### src/rtl/dec_38_scan.sv
// Registered 3-to-8 one-hot decoder with active-low enable, a direct-decode mode and a prescaled scan mode.
// Optional seven-segment index display is built only when DEC38_SEG_EN is defined; otherwise h stays blank.
module dec_38_scan #(
    parameter int unsigned DIV = 4,
    parameter int unsigned CW  = 16
) (
    input  logic       clk,
    input  logic       rst,
    input  logic       en,
    input  logic       mode,
    input  logic       dir,
    input  logic [2:0] x,
    output logic [7:0] y,
    output logic       f,
    output logic [2:0] idx,
    output logic [6:0] h
);

    localparam logic [CW-1:0] CNT_LAST = CW'(DIV - 1);
    localparam logic [6:0]    SEG_BLANK = 7'h7F;

    logic [2:0]    idx_q, idx_d;
    logic [CW-1:0] cnt_q, cnt_d;
    logic [7:0]    y_q, y_d;
    logic          f_q, f_d;
    logic          mode_q, mode_d;

    // Next-state: disable, direct decode, scan entry (re-seed from x), scan run
    always_comb begin
        idx_d  = idx_q;
        cnt_d  = cnt_q;
        y_d    = y_q;
        f_d    = f_q;
        mode_d = mode;
        if (en) begin
            y_d    = 8'h00;
            f_d    = 1'b0;
            cnt_d  = '0;
            mode_d = 1'b0;
        end else if (!mode || !mode_q) begin
            idx_d = x;
            cnt_d = '0;
            y_d   = 8'b1 << x;
            f_d   = 1'b1;
        end else if (cnt_q == CNT_LAST) begin
            cnt_d = '0;
            idx_d = dir ? (idx_q - 3'd1) : (idx_q + 3'd1);
            y_d   = 8'b1 << idx_d;
            f_d   = 1'b1;
        end else begin
            cnt_d = cnt_q + CW'(1);
        end
    end

    always_ff @(posedge clk) begin
        if (rst) begin
            idx_q  <= '0;
            cnt_q  <= '0;
            y_q    <= 8'h00;
            f_q    <= 1'b0;
            mode_q <= 1'b0;
        end else begin
            idx_q  <= idx_d;
            cnt_q  <= cnt_d;
            y_q    <= y_d;
            f_q    <= f_d;
            mode_q <= mode_d;
        end
    end

    assign y   = y_q;
    assign f   = f_q;
    assign idx = idx_q;

`ifdef DEC38_SEG_EN
    // Active-low segments ordered {g,f,e,d,c,b,a}
    function automatic logic [6:0] bcd7seg(input logic [2:0] v);
        case (v)
            3'd0:    bcd7seg = 7'b100_0000;
            3'd1:    bcd7seg = 7'b111_1001;
            3'd2:    bcd7seg = 7'b010_0100;
            3'd3:    bcd7seg = 7'b011_0000;
            3'd4:    bcd7seg = 7'b001_1001;
            3'd5:    bcd7seg = 7'b001_0010;
            3'd6:    bcd7seg = 7'b000_0010;
            default: bcd7seg = 7'b111_1000;
        endcase
    endfunction

    assign h = f_q ? bcd7seg(idx_q) : SEG_BLANK;
`else
    assign h = SEG_BLANK;
`endif

endmodule

### config.mk
export PLATFORM = sky130hd
export DESIGN_NAME = dec_38_scan
export DESIGN_NICKNAME = d
export VERILOG_FILES = /design/src/rtl/dec_38_scan.sv
export SDC_FILE = /design/constraint.sdc
export NUM_CORES = 1
export LEC_CHECK = 0
export ABC_AREA = 1
export CAP_MARGIN = 20
export CORE_ASPECT_RATIO = 0.75
export CORE_MARGIN = 3
export CORE_UTILIZATION = 51
export CTS_BUF_LIST = sky130_fd_sc_hd__clkbuf_16
export CTS_CLUSTER_DIAMETER = 40
export DETAILED_ROUTE_END_ITERATION = 8
export PLACE_DENSITY_LB_ADDON = 0.1
export RECOVER_POWER = 25
export SLEW_MARGIN = 40
export SYNTH_ARGS = -nofsm -noshare
export SYNTH_HDL_FRONTEND = slang
export SYNTH_SLANG_ARGS = --single-unit
### constraint.sdc
create_clock -name clk -period 1.8 [get_ports clk]
set_input_delay 0.36 -clock clk [delete_from_list [all_inputs] [get_ports clk]]
set_output_delay 0.36 -clock clk [all_outputs]
set_load 0.02 [all_outputs]
==> results.cfg <==
[timing]
rsz0062_at_grt = false
fmax_ghz = 0.617
hold_violations = 0
slew_violations = 0
finalSetupTns_ns = 0
fin_crit_ns = 1.62
period_share_pct = 90.0
skew_ns = 0.00464
setup_viol = 0

[cts]
post_cts_buffers = 0
cts_tree = yes
clk_latency_ns = 0.27
cts_max_level = 2
cts.sinks = 29
ctsHoldBuffers = 0
clockBufferDepth = 2
clkTransAtPathRegs_ns = 0.05
cts_buffers = 5
clockRootBuffer = clkbuf_16

[outcome]
status = finished clean

[setup_path]
reg2reg_depth = 8
critical_path.slowest_cell = clkdlybuf4s50_1
required_ns = 1.44
critPathMaxStageDelay_ns = 0.62
crit_type = reg -> out
critPathMaxFanout = 3
cp_top_family = buffers and inverters
worstPathArrival_ns = 1.26
worst_setup_path_end_kind = primary output
path_cells = clkdlybuf4s50_1
crit_buf_inv = 1
worst_setup_path_start_kind = flop
cp_num_cells = 1

[route]
first_pass_iters = 4
vias = 1315
drt-met1-wl_um = 1460
ant_nets = 0
drc_errors = 0
via_per_inst = 4.75
wl_met2_um = 1270
first_iter_violations = 76
wl_per_cell_um = 10.7
drt_wl_total_um = 2970
wl_met3_um = 191
top_layer = met4

[finish]
multi_input_area_sq_um = 791
nFillCells = 244
layout.nets = 250
final_util_pct = 69.7
regArea_sq_um = 581
n_antenna_cell = 0
drive_gt1_share_pct = 15.4
areaGrowthSynthToFinish_pct = 27.5

[grt]
grt_remaining_overflow = 0
grt_pass1_vias = 1189
grt_max_degree = 14
grt_first_pass_wirelength_um = 5220
antenna_found_initial = 0
grt_usage_pct = 20.0

[floorplan]
dieArea_sq_um = 3560
pin_count = 27
die_h_um = 52.4
die-width_um = 67.9
initial_core_util_pct = 54.7
core_region_area_sq_um = 2680
num_rows = 16

[power_and_ir_drop]
power.density_nw_per_um2 = 847
p_switching_uw = 370
p_clk_share_pct = 49.1
total_power_uw = 1580
power_frac_seq_pct = 41.8
switching_share_pct = 23.3
ir_worst_vdd_mv = 0.543
p_int_uw = 1210
leakagePower_uw = 0.000791
comb_power_share_pct = 9.0

[yosys]
ys_seq_area_share_pct = 39.6
synth_top_area_share_pct = 39.6
ys_seq_elements = 29
synth_top_area_cell = dfxtp_1
ys_warn_count = 0
netlist_instances = 212
synth_top_cells_by_area = dfxtp_1 40%, nand2_1 17%, nor2_1 7.9%, inv_1 5.4%, a21oi_1 4.8%
synth_cell_types = 26
synth_area_sq_um = 1470
avgSynthCellArea_sq_um = 6.92

[placement]
place.gp.congestion = 0.813
dp_hpwl_um = 2180
io_buffers = 19

[job]
drv.max_cap_violation_count = 0

[worst_hold_path]
whs_path_depth = 2
hold_class = reg -> reg
## cell usage in the layout (no fill, tap or decap), types with 5 or more instances in the layout
cell type and count:
nor2_1 30, clkbuf_16 5, dfxtp_1 29, a21oi_2 5
a21oi_1 9, inv_1 22, nand2_1 64, conb_1 7
clkdlybuf4s50_1 16, nand3_1 6
## layout make-up
| cell class | count | share of cell area (%) |
|---|---|---|
| Inverter | 23 | 4.62 |
| Clock buffer | 5 | 6.69 |
| Clock inverter | 3 | 0.736 |
| Sequential cell | 29 | 31.1 |
| Tap cell | 36 | 2.41 |
| Timing Repair Buffer | 24 | 12.2 |
| Multi-Input combinational cell | 157 | 42.3 |
## cell families (layout without fill, tap and decap cells)
| group | after synthesis | after routing | synth area share [%] |
|---|---|---|---|
| AO/OA/AOI/OAI | 19 | 19 | 6.48 |
| AND/OR/NAND/NOR | 124 | 124 | 37.7 |
| other | 1 | 7 | 0.256 |
| adder cells (fa/ha/maj) | 2 | 2 | 2.22 |
| flip-flops | 29 | 29 | 39.6 |
| XOR/XNOR | 5 | 5 | 2.99 |
| buffers and inverters | 32 | 55 | 10.8 |
## synth_stat cells
cell,n
a21oi_1,14
buf_4,8
buf_6,1
conb_1,1
dfxtp_1,29
fa_1,1
ha_1,1
inv_1,21
inv_2,2
nand2_1,65
nand2_2,3
nand2_4,1
nand3_1,7
nand3_2,2
nand3_4,1
nand4_1,3
nor2_1,31
nor2_2,4
nor2_4,1
nor3_1,2
o21ai_0,3
o21ai_1,2
or2_0,3
or2_2,1
xnor2_1,2
xor2_1,3
## stage by stage
stage	setup WS, ns	hold WS [ns]	cell area [sq um]	cells
floorplan	0.154	0.429	1490	218
global route	0.0775	0.474	1870	277
finish	0.180	0.450	1870	277
CTS	0.0140	0.452	1840	277
detailed placement	-0.373	0.440	1690	269
global placement	-0.310	0.439	1690	269
## metal layers
layer	vias up	global-route usage (%)
li1	694	-
met1	577	27.1
met2	37	28.9
met3	7	6.01
met4	0	9.24
met5	-	0
## state kept, by name, indices dropped and copies added, names as in the netlist
name    flops
cnt_q      16
mode_q      1
y           8
f           1
idx         3
## final timing paths
path / start / to / slack [ns]
max: idx[0]$_SDFFE_PP0P_ / idx[0] / 0.18
min: y[6]$_SDFFE_PP0P_ / y[6]$_SDFFE_PP0P_ / 0.45
max reg2reg: idx[0]$_SDFFE_PP0P_ / y[5]$_SDFFE_PP0P_ / 0.25
min reg2reg: y[6]$_SDFFE_PP0P_ / y[6]$_SDFFE_PP0P_ / 0.45
## power groups by stage
stage	sequential (uW)	clock, uW	combinational (uW)
after CTS	662	787	135
after global routing	663	823	160
after floorplan	686	0	76.7
after detailed placement	675	0	131
after global placement	674	0	128
final	662	777	143
## worst min-delay path, cell delays in order (launching register included)
cell     delay, ns
dfxtp_1       0.31
nand2_1       0.06
nand2_1       0.04
## timing repair
action,4_1_cts,5_1_grt
cloned,0,0
resized for setup,4,11
setup endpoints to repair,9,10
Note: power is estimated with default switching activity, not from simulation.
